`config.mk`:
```
export PLATFORM = sky130hd
export DESIGN_NAME = uart_rx
export DESIGN_NICKNAME = d
export VERILOG_FILES = /design/src/rtl/uart_rx.sv
export SDC_FILE = /design/constraint.sdc
export NUM_CORES = 1
export LEC_CHECK = 0
export CAP_MARGIN = 20
export CORE_MARGIN = 3
export CORE_UTILIZATION = 40
export DETAILED_ROUTE_END_ITERATION = 10
export HOLD_SLACK_MARGIN = 0.1
export PLACE_DENSITY_LB_ADDON = 0.15
export SETUP_SLACK_MARGIN = 0.05
export SYNTH_ARGS = -nofsm -noshare
export SYNTH_HDL_FRONTEND = slang
export SYNTH_SLANG_ARGS = --single-unit
```
`constraint.sdc`:
```
create_clock -name clk -period 3.8 [get_ports clk]
set_clock_uncertainty 0.1 [all_clocks]
set_input_delay 1.14 -clock clk [delete_from_list [all_inputs] [get_ports clk]]
set_output_delay 1.14 -clock clk [all_outputs]
set_load 0.01 [all_outputs]
```
`src/rtl/uart_rx.sv`:
```
// UART receiver: 2-flop rx synchroniser, oversampled start/data/parity/stop FSM,
// and a valid/ready holding register with frame, parity and overrun status.
//
// state  | meaning
// IDLE   | line idle; waits for rx_s low (after a framing error, first waits for rx_s high)
// START  | checks the start bit is still low at its centre
// DATA   | samples DATA_BITS data bits at their centres, LSB first
// PARITY | samples the parity bit and compares it with the data
// STOP   | samples the stop bit at its centre and completes the frame
module uart_rx #(
  parameter int DATA_BITS  = 8,
  parameter int SAMPLE     = 16,
  parameter int PARITY_EN  = 0,
  parameter int PARITY_ODD = 0
) (
  input  logic                 clk,
  input  logic                 reset_n,
  input  logic                 en_sample,
  input  logic                 rx,
  output logic [DATA_BITS-1:0] rx_data,
  output logic                 rx_valid,
  input  logic                 rx_ready,
  output logic                 frame_err,
  output logic                 parity_err,
  output logic                 overrun_err,
  output logic                 rx_busy
);

  localparam int CW = $clog2(SAMPLE);
  localparam int IW = (DATA_BITS > 1) ? $clog2(DATA_BITS) : 1;
  localparam logic [CW-1:0] CNT_HALF = CW'(SAMPLE / 2 - 1);
  localparam logic [CW-1:0] CNT_LAST = CW'(SAMPLE - 1);
  localparam logic [IW-1:0] IDX_LAST = IW'(DATA_BITS - 1);
  localparam logic          ODD      = (PARITY_ODD != 0);

  typedef enum logic [2:0] {S_IDLE, S_START, S_DATA, S_PARITY, S_STOP} state_t;

  state_t               state_q, state_d;
  logic                 rx_meta_q, rx_meta_d;
  logic                 rx_s_q, rx_s_d;
  logic [CW-1:0]        cnt_q, cnt_d;
  logic [IW-1:0]        idx_q, idx_d;
  logic [DATA_BITS-1:0] shift_q, shift_d;
  logic                 par_err_q, par_err_d;
  logic                 rearm_q, rearm_d;
  logic [DATA_BITS-1:0] rx_data_q, rx_data_d;
  logic                 rx_valid_q, rx_valid_d;
  logic                 frame_err_q, frame_err_d;
  logic                 parity_err_q, parity_err_d;
  logic                 overrun_q, overrun_d;
  logic                 done;
  logic                 done_fe;

  always_comb begin
    state_d      = state_q;
    rx_meta_d    = rx;
    rx_s_d       = rx_meta_q;
    cnt_d        = cnt_q;
    idx_d        = idx_q;
    shift_d      = shift_q;
    par_err_d    = par_err_q;
    rearm_d      = rearm_q;
    rx_data_d    = rx_data_q;
    rx_valid_d   = rx_valid_q;
    frame_err_d  = frame_err_q;
    parity_err_d = parity_err_q;
    overrun_d    = 1'b0;
    done         = 1'b0;
    done_fe      = 1'b0;

    if (rx_valid_q && rx_ready) rx_valid_d = 1'b0;

    if (en_sample) begin
      case (state_q)
        S_IDLE: begin
          // After a break the line must be seen high once before re-arming
          if (rearm_q) begin
            if (rx_s_q) rearm_d = 1'b0;
          end else if (!rx_s_q) begin
            state_d = S_START;
            cnt_d   = '0;
          end
        end
        S_START: begin
          if (cnt_q == CNT_HALF) begin
            cnt_d = '0;
            idx_d = '0;
            state_d = rx_s_q ? S_IDLE : S_DATA;
          end else begin
            cnt_d = cnt_q + CW'(1);
          end
        end
        S_DATA: begin
          if (cnt_q == CNT_LAST) begin
            shift_d[idx_q] = rx_s_q;
            cnt_d = '0;
            idx_d = idx_q + IW'(1);
            if (idx_q == IDX_LAST) begin
              par_err_d = 1'b0;
              state_d   = (PARITY_EN != 0) ? S_PARITY : S_STOP;
            end
          end else begin
            cnt_d = cnt_q + CW'(1);
          end
        end
        S_PARITY: begin
          if (cnt_q == CNT_LAST) begin
            par_err_d = ((^shift_q) ^ rx_s_q) != ODD;
            cnt_d     = '0;
            state_d   = S_STOP;
          end else begin
            cnt_d = cnt_q + CW'(1);
          end
        end
        S_STOP: begin
          if (cnt_q == CNT_LAST) begin
            done    = 1'b1;
            done_fe = ~rx_s_q;
            rearm_d = ~rx_s_q;
            cnt_d   = '0;
            state_d = S_IDLE;
          end else begin
            cnt_d = cnt_q + CW'(1);
          end
        end
        default: state_d = S_IDLE;
      endcase
    end

    // A completion in the same cycle as an accept takes the holding register
    if (done) begin
      if (!rx_valid_q || rx_ready) begin
        rx_data_d    = shift_q;
        frame_err_d  = done_fe;
        parity_err_d = (PARITY_EN != 0) && par_err_q;
        rx_valid_d   = 1'b1;
      end else begin
        overrun_d = 1'b1;
      end
    end
  end

  always_ff @(posedge clk) begin
    if (!reset_n) begin
      state_q      <= S_IDLE;
      rx_meta_q    <= 1'b1;
      rx_s_q       <= 1'b1;
      cnt_q        <= '0;
      idx_q        <= '0;
      shift_q      <= '0;
      par_err_q    <= 1'b0;
      rearm_q      <= 1'b0;
      rx_data_q    <= '0;
      rx_valid_q   <= 1'b0;
      frame_err_q  <= 1'b0;
      parity_err_q <= 1'b0;
      overrun_q    <= 1'b0;
    end else begin
      state_q      <= state_d;
      rx_meta_q    <= rx_meta_d;
      rx_s_q       <= rx_s_d;
      cnt_q        <= cnt_d;
      idx_q        <= idx_d;
      shift_q      <= shift_d;
      par_err_q    <= par_err_d;
      rearm_q      <= rearm_d;
      rx_data_q    <= rx_data_d;
      rx_valid_q   <= rx_valid_d;
      frame_err_q  <= frame_err_d;
      parity_err_q <= parity_err_d;
      overrun_q    <= overrun_d;
    end
  end

  assign rx_data     = rx_data_q;
  assign rx_valid    = rx_valid_q;
  assign frame_err   = frame_err_q;
  assign parity_err  = parity_err_q;
  assign overrun_err = overrun_q;
  assign rx_busy     = (state_q != S_IDLE);

endmodule

```
=== Yosys cells after proc, flatten, opt, wreduce, memory -nomap -nowiden ===
Cells that the tools add are included.

* $add $sub $neg: 2
* $lt $le $gt $ge: 2
* Equal/unequal tests: 14
* Muxes and demuxes: 34
* Bitwise operators: 1
* Reduce and logical (&&, ||, !) cells: 17

{| class="wikitable"
|+ Operators with widths
! kind !! number
|-
| 3-bit 2-to-1 mux || 9
|-
| 4-bit 2-to-1 mux || 4
|-
| 3-bit case mux with 5 select lines || 1
|-
| 1-bit 2-to-1 mux || 14
|-
| 2-bit inequality test (second input constant) || 7
|-
| 4-bit case mux with 3 select lines || 1
|-
| 8-bit bitwise mux || 1
|-
| 4-bit AND reduction || 2
|-
| 8-bit AND reduction || 1
|-
| 3-bit by 2-bit equality test with 1-bit output (second input constant) || 2
|-
| 3-bit equality test (second input constant) || 2
|-
| 3-bit case mux with 2 select lines || 1
|-
| 3-bit AND reduction || 2
|-
| 3-bit nonzero test || 2
|-
| 4-bit by 1-bit adder with 4-bit output (second input constant) || 1
|-
| 4-bit by 3-bit equality test with 1-bit output (second input constant) || 1
|-
| 4-bit equality test (second input constant) || 1
|-
| 3-bit by 4-bit less-than comparator with 1-bit output (second input constant) || 1
|-
| 2-bit AND reduction || 2
|-
| 2-bit nonzero test || 2
|-
| 3-bit by 1-bit adder with 3-bit output (second input constant) || 1
|-
| 1-bit demux with 3-bit select || 1
|-
| 3-bit by 1-bit equality test with 1-bit output (second input constant) || 1
|-
| 3-bit by 1-bit >= comparator with 1-bit output (second input constant) || 1
|-
| other kinds (8) || 9
|}

* Register bits: 32
* Bits of input ports: 5
* Output and inout bits: 13
* Logic and storage cells: 81

=== Longest topological paths before layout ===
Gate-level depths: netlist (run 1).

* Depth after elaboration: 5
* Depth in mapped cells: 6
* Depth with buffers taken out: 5

=== Worst setup path after synthesis (run 1) ===
Ideal clock, no wire load.

* Path kind: input to register
* Start point: input port reset_n
* End point: register cnt_q[3]
* Setup time: 79 ps
* Arrival time: 2072 ps
* Slack: 1549 ps
* Stages: 4
* Path through: clkbuf_1 -> inv_1 -> or4_1 -> o211ai_1

{| class="wikitable"
|+ RTL lines
! what !! line !! RTL
|-
| start, declared || 17 || <nowiki>input logic reset_n,</nowiki>
|-
| end signal, assigned || 162 || <nowiki>cnt_q <= cnt_d;</nowiki>
|-
| end, declared || 41 || <nowiki>logic [CW-1:0] cnt_q, cnt_d;</nowiki>
|}

=== Final worst setup path (run 1) ===
* Start point: input port en_sample
* End point: register rx_data_q[2] (netlist: rx_data[2])

* Word-level cells in the longest chain between the ends: 2

{| class="wikitable"
|+ RTL lines
! what !! line !! RTL
|-
| start, declared || 18 || <nowiki>input logic en_sample,</nowiki>
|-
| 1-bit 2-to-1 mux || 73 || <nowiki>if (en_sample) begin</nowiki>
|-
| 2-bit AND reduction (no line) || n/a ||
|-
| end signal, assigned || 167 || <nowiki>rx_data_q <= rx_data_d;</nowiki>
|-
| end, declared || 46 || <nowiki>logic [DATA_BITS-1:0] rx_data_q, rx_data_d;</nowiki>
|}

Every way passes these cells.
A chain may end at the register's enable or synchronous reset.

==> results.tsv, run 1 <==
metric	value	unit
status	finished clean	
Sequential Area	640.6	sq um
worst path buffer plus inverter count	1	
Critical Path Slowest Stage Cell	nand4_1	
clk_lat worst skew	280	ps
Reg2Reg Setup Slack	1750	ps
dpl hpwl	2016	um
RR Startpoint	cnt_q[0]	
final hold viol count	0	
largest net degree at the start of global routing	21	
area of the die	4604	sq um
Design Area, Final	1794	sq um
crit end category	flip-flop	
Netlist cell types	37	
Worst Path Required	3850	ps
Initial Utilization	43.79	%
root buffer selected by CTS	clkbuf_8	
Total GRT Usage	15.45	%
count leader, synth	dfxtp_1	
HP Class	flip-flop to flip-flop	
area leader, netlist	dfxtp_1	
TritonCTS buffer count	5	
GPL Wtd Cong	0.8285	
via total after detailed routing	1195	
core area	3495	sq um
CP startpoint kind	primary input	
CP Data Arrival Time	3070	ps
DRC	0	
switching power	0.1423	mW
Final Total Pwr	0.6866	mW
CTS Sinks	32	
Post-synth EDFFs	0	
Max-Cap Viols	0	
Fmax	330.6	MHz
CTS tree	built	
Boundary Pins	18	
initial antenna violation count	0	
Synth area leaders	dfxtp_1, mux2i_1, nor2_1	
Area growth syn-to-layout	17.25	%
die width	67.85	um
most frequent cells after synthesis	dfxtp_1, mux2i_1, nor2_1	
Syn Nets	177	
WHS Path Cells	1	
Worst-path clk slew	60	ps
area of the multi-input gates	802.0	sq um
Synth warnings	0	
part of the power in registers	49.6	%
global-route wire length before repair	5237	um
ys flop type	dfxtp_1	
Die Height	67.85	um
Placed Area	1687	sq um
RR Endpoint	rx_data[2]	
placed insts	220	
Comb pwr share	4.3	%
post-synthesis sequential area ratio	41.86	%
critical path peak fanout	9	
Synth Register Bits	32	
Slew headroom	55.05	%
wire per inst	12.77	um
row cnt	21	
total gr overflow	0	
Core Util, Final	51.34	%
Hold Startpoint	rx_meta_q	
Least-Margin Pin Slew	672.2	ps
Synth top area share	41.86	%
vias per cell	5.241	
1st-iter DRT viols	64	
RSZ-0062 raised after global routing	no	
final non-filler cell total	228	
Synth Cell Area	1530	sq um
P_int	0.5443	mW
cell area power density	382.7	nW/um^2
max-slew violation count	0	
Reg2Reg Depth	5	
crit-path leading delay family	simple AND/OR/NAND/NOR gates	
Port Buffers	16	
worst-path cell chain	clkdlybuf4s50_1 > nor3b_1 > nand4_1 > mux2i_1 > nor2_1	
syn avg cell area	9.055	sq um
Syn Inst Count	169	
# Post-CTS Setup Buffers	0	
Sw Ratio	20.72	%
share of cells above drive strength 1	7.692	%
Total Wirelength	2911	um
Leak	0.7025	nW
Critical Path Max Stage Delay	610	ps
Antenna diodes	0	
Routed Antenna Nets	0	
Layout Nets	189	
VDD IR max	0.2587	mV
H-tree Lvls	2	
Worst Hold End	rx_s_q	
number of global-route vias before repair	1193	
Setup Viol. Count Final	0	
final setup TNS	0	ps
Post-CTS Resized	0	
Period minus WS final	3025	ps
Final Cycle Share	79.60	%
filler cell count	350	
CTS hold repair buffers	0	
Setup CP Type	primary input to flip-flop	
1st-pass router iterations	2	
Max Buffers Root-to-Sink	2	
Clk network pwr share	46.0	%
Synth async-reset ratio	0	%
-- registers in the layout (all words and copies together) (netlist names) --
signal / flops
rx_data: 8
overrun_err: 1
cnt_q: 4
rx_s_q: 1
rearm_q: 1
frame_err: 1
state_q: 3
shift_q: 8
idx_q: 3
rx_meta_q: 1
rx_valid: 1
-- worst max-delay path by stage --
stage               depth (start not counted)  slack, ps         end  startpoint
floorplan                                   4       1550    cnt_q[3]     reset_n
global placement                            5        570  rx_data[4]   en_sample
detailed placement                          5        430  rx_data[2]   en_sample
CTS                                         5        740  rx_data[2]   en_sample
global route                                5        550  rx_data[2]   en_sample
finish                                      5        780  rx_data[2]   en_sample
-- through the flow --
step | hold slack (ps) | setup WS [ps]
after floorplan | 286.3 | 1549
after global placement | 296.8 | 574.2
after detailed placement | 301.0 | 431.4
after CTS | 320.2 | 739.5
after global routing | 328.9 | 546.1
final | 316.0 | 775.0
-- cells in the final DEF (no fill, tap or decap) --
master	Yosys	routed
o21a_1	4	4
nor2_1	18	18
nor3b_1	3	3
o2111ai_1	1	1
nand2b_1	7	7
or4_1	2	2
a31oi_1	1	1
a2111oi_4	1	1
or3b_4	1	1
and2b_2	2	2
or3b_1	1	1
clkbuf_8	0	5
mux2i_1	20	20
o21ai_0	4	4
nand2_1	17	17
o211ai_1	2	2
and3_1	1	1
nor4_2	1	1
dfxtp_1	32	32
nor3_1	2	2
nand4_1	2	2
clkinv_2	0	1
a211o_1	1	1
buf_4	1	1
inv_1	5	5
o221a_2	1	1
a21oi_1	8	8
nor4b_1	1	1
ha_1	3	3
nor4_1	3	3
nand3b_1	3	3
clkdlybuf4s50_1	0	16
nand4b_1	1	1
clkbuf_1	5	1
nor2b_1	2	2
conb_1	1	1
nand3_1	6	6
bufinv_16	0	1
-- cell families after synthesis --
family	Yosys count	share of synthesized area, %
simple gates	73	25.67
compound gates	23	10.96
buf+inv	17	5.723
mux	20	13.08
other cells	1	0.2451
flops	32	41.86
fa+ha+maj	3	2.453
-- cell type report --
| type | instances | area share [%] |
|---|---|---|
| sequential | 32 | 35.70 |
| tap | 46 | 3.208 |
| inverter | 5 | 1.046 |
| multi-input combinational | 120 | 44.70 |
| clock buffer | 6 | 4.045 |
| clock inverter | 2 | 1.953 |
| timing repair buffer | 17 | 9.345 |
-- layer usage --
layer / global-route usage [%] / vias to the layer above / routed length [um]
met5: 0 / - / 0
met4: 5.955 / 0 / 23
met3: 5.583 / 2 / 97
met2: 25.27 / 14 / 1367
met1: 18.48 / 565 / 1422
li1: - / 614 / -
-- power by group through the flow --
stage / Combinational, mW / Sequential (mW) / Clock, mW
detailed placement: 0.0301 / 0.348 / 0
CTS: 0.0302 / 0.340 / 0.328
finish: 0.0298 / 0.341 / 0.316
global placement: 0.0297 / 0.348 / 0
global route: 0.0336 / 0.341 / 0.346
floorplan: 0.0242 / 0.345 / 0
(Power assumes the default switching activity.)
==> run 2: changes to the inputs <==
==> constraint.sdc (replaced) <==
create_clock -name clk -period 3.1 [get_ports clk]
set_clock_uncertainty 0.1 [all_clocks]
set_input_delay 0.93 -clock clk [delete_from_list [all_inputs] [get_ports clk]]
set_output_delay 0.93 -clock clk [all_outputs]
set_load 0.01 [all_outputs]
==> results.tsv, run 2 (same netlist as run 1, synthesis figures left out) <==
metric	value	unit	change
1st-iter DRT viols	32		-50%
Antenna diodes	0		unchanged
crit end category	output pin		
largest net degree at the start of global routing	20		-4.8%
Worst Path Required	2070	ps	-1780 ps
final non-filler cell total	230		+0.88%
CP Data Arrival Time	1710	ps	-1360 ps
status	finished clean		
CTS hold repair buffers	0		unchanged
Die Height	67.85	um	unchanged
Max-Cap Viols	0		unchanged
switching power	0.1744	mW	+23%
P_int	0.6680	mW	+23%
final hold viol count	0		unchanged
vias per cell	5.278		+0.71%
Total GRT Usage	15.43	%	-0.021 points
H-tree Lvls	2		unchanged
clk_lat worst skew	280	ps	about the same
Least-Margin Pin Slew	490.5	ps	-181.7 ps
share of cells above drive strength 1	8.696	%	+1.0 points
part of the power in registers	49.6	%	about the same
Fmax	365.3	MHz	
HP Class	flip-flop to flip-flop		
global-route wire length before repair	5347	um	+2.1%
row cnt	21		unchanged
Area growth syn-to-layout	18.23	%	
RSZ-0062 raised after global routing	no		
root buffer selected by CTS	clkbuf_8		
Worst-path clk slew	60	ps	about the same
die width	67.85	um	unchanged
TritonCTS buffer count	5		unchanged
VDD IR max	0.2613	mV	+0.98%
wire per inst	13.08	um	+2.4%
RR Endpoint	state_q[1]		
Setup CP Type	flip-flop to output pin		
Boundary Pins	18		unchanged
cell area power density	465.7	nW/um^2	+22%
number of global-route vias before repair	1231		+3.2%
total gr overflow	0		unchanged
final setup TNS	0	ps	unchanged
DRC	0		unchanged
most common cell after layout, fill and taps aside	dfxtp_1		
commonest non-fill, non-tap cells in the layout	dfxtp_1, mux2i_1, nor2_1		
GPL Wtd Cong	0.8234		-0.62%
WHS Path Cells	1		unchanged
Clk network pwr share	45.9	%	about the same
core area	3495	sq um	unchanged
initial antenna violation count	0		unchanged
pre-CTS setup slack	454.8	ps	+23.39 ps
1st-pass router iterations	4		+2
dpl hpwl	2191	um	+8.7%
Hold Startpoint	rx_meta_q		
# Post-CTS Setup Buffers	0		unchanged
Slew headroom	67.03	%	+12 points
Worst Hold End	rx_s_q		
CP startpoint kind	flip-flop		
Period minus WS final	2738	ps	
Layout Nets	191		+1.1%
filler cell count	332		-5.1%
Core Util, Final	51.77	%	+0.43 points
via total after detailed routing	1214		+1.6%
Comb pwr share	4.5	%	+0.2 points
Final WS setup	362.5	ps	-412.6 ps
placed insts	222		+0.91%
Sw Ratio	20.71	%	about the same
Setup Viol. Count Final	0		unchanged
CTS Sinks	32		unchanged
Reg2Reg Depth	5		unchanged
CTS tree	built		
area of the die	4604	sq um	unchanged
Port Buffers	16		unchanged
max-slew violation count	0		unchanged
Leak	0.7114	nW	+1.3%
Final Cycle Share	88.31	%	
Initial Utilization	43.79	%	unchanged
Total Wirelength	3008	um	+3.3%
RR Startpoint	cnt_q[0]		
Post-CTS Resized	0		unchanged
Reg2Reg Setup Slack	1020	ps	-730 ps
Max Buffers Root-to-Sink	2		unchanged
Routed Antenna Nets	0		unchanged
critical path peak fanout	10		+1
==> run 2: changes by cell type in the layout (fill, tap and decap cells not counted), sizes merged <==
cell	delta
buf	+2
==> run 2: final cells by class <==
| class | count | area [sq um] | area share, % |
|---|---|---|---|
| multi-input combinational | 120 | 802.0 | 44.33 |
| sequential | 32 | 640.6 | 35.41 |
| timing repair buffer | 19 | 182.7 | 10.10 |
| tap | 46 | 57.56 | 3.181 |
| clock buffer | 6 | 72.57 | 4.011 |
| clock inverter | 2 | 35.03 | 1.936 |
| inverter | 5 | 18.77 | 1.037 |
==> run 2: critical path, cell delays in order (launching register included) <==
cell	delay [ps]
dfxtp_1	400
nor3_1	380
inv_1	150
clkdlybuf4s50_1	500
==> run 2: routing by layer <==
metal	wire, um	vias up	GRT usage (%)
met5	0	-	0
met2	1440	12	25.39
met1	1439	581	18.71
met4	51	0	7.444
li1	-	616	-
met3	77	5	3.941
==> run 2: how the worst max path moves through the flow <==
stage / from / end / slack (ps) / depth (start not counted)
after CTS: state_q[0] / rx_busy / 340 / 3
final: state_q[0] / rx_busy / 360 / 3
after floorplan: reset_n / cnt_q[3] / 1060 / 4
after global placement: en_sample / rx_data[4] / 510 / 6
after global routing: state_q[1] / rx_busy / 250 / 3
after detailed placement: en_sample / rx_data[7] / 450 / 6
==> run 2: power groups by stage <==
| stage | clock network, mW | logic, mW | registers (mW) |
|---|---|---|---|
| floorplan | 0 | 0.0297 | 0.423 |
| global placement | 0 | 0.0376 | 0.427 |
| detailed placement | 0 | 0.0382 | 0.427 |
| CTS | 0.399 | 0.0382 | 0.418 |
| global route | 0.419 | 0.0420 | 0.418 |
| finish | 0.387 | 0.0378 | 0.418 |
==> run 2: per-stage QoR <==
step	power (mW)	instance area (sq um)	hold slack, ps
floorplan	0.4530	1530	286.3
global placement	0.4646	1702	295.6
detailed placement	0.4651	1702	304.3
CTS	0.8547	1809	323.0
global route	0.8786	1809	331.7
finish	0.8425	1809	318.5
==> run 3: changes to the inputs <==
--- a/config.mk
+++ b/config.mk
@@ -6,8 +6,10 @@
 export NUM_CORES = 1
 export LEC_CHECK = 0
 export CAP_MARGIN = 20
+export CELL_PAD_IN_SITES_DETAIL_PLACEMENT = 0
+export CELL_PAD_IN_SITES_GLOBAL_PLACEMENT = 2
 export CORE_MARGIN = 3
-export CORE_UTILIZATION = 40
+export CORE_UTILIZATION = 33
 export DETAILED_ROUTE_END_ITERATION = 10
 export HOLD_SLACK_MARGIN = 0.1
 export PLACE_DENSITY_LB_ADDON = 0.15
==> results.tsv, run 3 (same netlist as run 1, synthesis figures left out) <==
metric	value	unit	change
status	finished clean		
total gr overflow	0		unchanged
switching power	0.1843	mW	+5.6%
largest net degree at the start of global routing	20		unchanged
root buffer selected by CTS	clkbuf_8		
row cnt	24		+14%
Layout Nets	192		+0.52%
Final Cycle Share	88.65	%	+0.34 points
1st-pass router iterations	4		unchanged
CP Data Arrival Time	1720	ps	about the same
GPL Wtd Cong	0.7363		-11%
Period minus WS final	2748	ps	+10.62 ps
area of the die	5490	sq um	+19%
clk_lat worst skew	280	ps	about the same
final non-filler cell total	237		+3.0%
Clk network pwr share	46.4	%	+0.5 points
WHS Path Cells	1		unchanged
Reg2Reg Setup Slack	1000	ps	-20 ps
HP Class	flip-flop to flip-flop		
RR Startpoint	cnt_q[0]		
CP startpoint kind	flip-flop		
cell area power density	467.7	nW/um^2	+0.44%
Leak	0.7162	nW	+0.68%
Worst-path clk slew	70	ps	about the same
share of cells above drive strength 1	9.189	%	+0.49 points
Routed Antenna Nets	0		unchanged
Least-Margin Pin Slew	490.1	ps	-0.4120 ps
RR Endpoint	state_q[0]		
Port Buffers	16		unchanged
CTS hold repair buffers	0		unchanged
placed insts	229		+3.2%
Max-Cap Viols	0		unchanged
initial antenna violation count	0		unchanged
CTS Sinks	32		unchanged
Sw Ratio	21.60	%	+0.89 points
Worst Path Required	2070	ps	about the same
Total GRT Usage	12.92	%	-2.5 points
P_int	0.6690	mW	+0.14%
Initial Utilization	34.67	%	-9.1 points
part of the power in registers	48.9	%	-0.7 points
TritonCTS buffer count	5		unchanged
Total Wirelength	3180	um	+5.7%
Slew headroom	67.05	%	about the same
max-slew violation count	0		unchanged
CTS tree	built		
crit end category	output pin		
final hold viol count	0		unchanged
Setup CP Type	flip-flop to output pin		
Comb pwr share	4.6	%	about the same
Die Height	74.10	um	+9.2%
global-route wire length before repair	5402	um	+1.0%
wire per inst	13.42	um	+2.6%
Post-CTS Resized	0		unchanged
DRC	0		unchanged
Boundary Pins	18		unchanged
VDD IR max	0.2600	mV	-0.49%
number of global-route vias before repair	1180		-4.1%
most common cell after layout, fill and taps aside	dfxtp_1		
worst hold slack	306.7	ps	-11.82 ps
Reg2Reg Depth	5		unchanged
Setup Viol. Count Final	0		unchanged
Fmax	363.9	MHz	-0.39%
CP startpoint	state_q[1]		
# Post-CTS Setup Buffers	0		unchanged
Final Total Pwr	0.8532	mW	+1.3%
H-tree Lvls	2		unchanged
via total after detailed routing	1197		-1.4%
core area	4414	sq um	+26%
die width	74.10	um	+9.2%
final setup TNS	0	ps	unchanged
1st-iter DRT viols	26		-19%
Worst Hold End	rx_s_q		
filler cell count	448		+35%
RSZ-0062 raised after global routing	no		
commonest non-fill, non-tap cells in the layout	dfxtp_1, mux2i_1, nor2_1		
Area growth syn-to-layout	19.22	%	
Max Buffers Root-to-Sink	2		unchanged
Antenna diodes	0		unchanged
vias per cell	5.051		-4.3%
Hold Startpoint	rx_meta_q		
critical path peak fanout	11		+1
dpl hpwl	2329	um	+6.3%
[run 3: cell types whose count changed in the layout (fill, tap and decap cells not counted)]
cell / previous run / this run
buf_4: 3 / 4
[run 3: power by group through the flow]
stage	Combinational, mW	Sequential (mW)	Clock (mW)
2_1_floorplan	0.0297	0.423	0
3_5_place_dp	0.0405	0.427	0
3_3_place_gp	0.0391	0.427	0
6_report	0.0394	0.418	0.396
5_1_grt	0.0444	0.418	0.425
4_1_cts	0.0406	0.417	0.409
[run 3: layout make-up]
| type | instances | area (sq um) | share of cell area (%) |
|---|---|---|---|
| Clock buffer | 6 | 72.57 | 3.978 |
| Clock inverter | 2 | 35.03 | 1.920 |
| Inverter | 5 | 18.77 | 1.029 |
| Multi-Input combinational cell | 120 | 802.0 | 43.96 |
| Sequential cell | 32 | 640.6 | 35.12 |
| Tap cell | 52 | 65.06 | 3.567 |
| Timing Repair Buffer | 20 | 190.2 | 10.43 |
[run 3: worst max path at each step]
stage	to	depth (start not counted)	slack [ps]
after detailed placement	frame_err	6	460
after global placement	rx_data[2]	6	490
after CTS	rx_busy	3	310
after floorplan	cnt_q[3]	4	1060
after global routing	rx_busy	3	210
final	rx_busy	3	350
[run 3: routing by layer]
metal  vias to the layer above  track usage, %  part of all wire [%]
met1                       561           16.78                    51
met4                         0           6.439                   1.7
met3                         6           3.919                   3.0
met5                         -               0                     0
met2                        16           19.39                    45
li1                        614               -                     -
[run 3: per-stage QoR]
| stage | instance area, sq um | util [%] | setup slack [ps] |
|---|---|---|---|
| after floorplan | 1530 | - | 1059 |
| after global placement | 1717 | 38.89 | 491.5 |
| after detailed placement | 1717 | 38.89 | 455.0 |
| after CTS | 1824 | 41.33 | 314.8 |
| after global routing | 1824 | 41.33 | 206.8 |
| final | 1824 | 41.33 | 351.8 |
[run 3: critical path, cell delays in order (launching register included)]
cell	delay [ps]
dfxtp_1	410
nor3_1	380
inv_1	150
clkdlybuf4s50_1	500
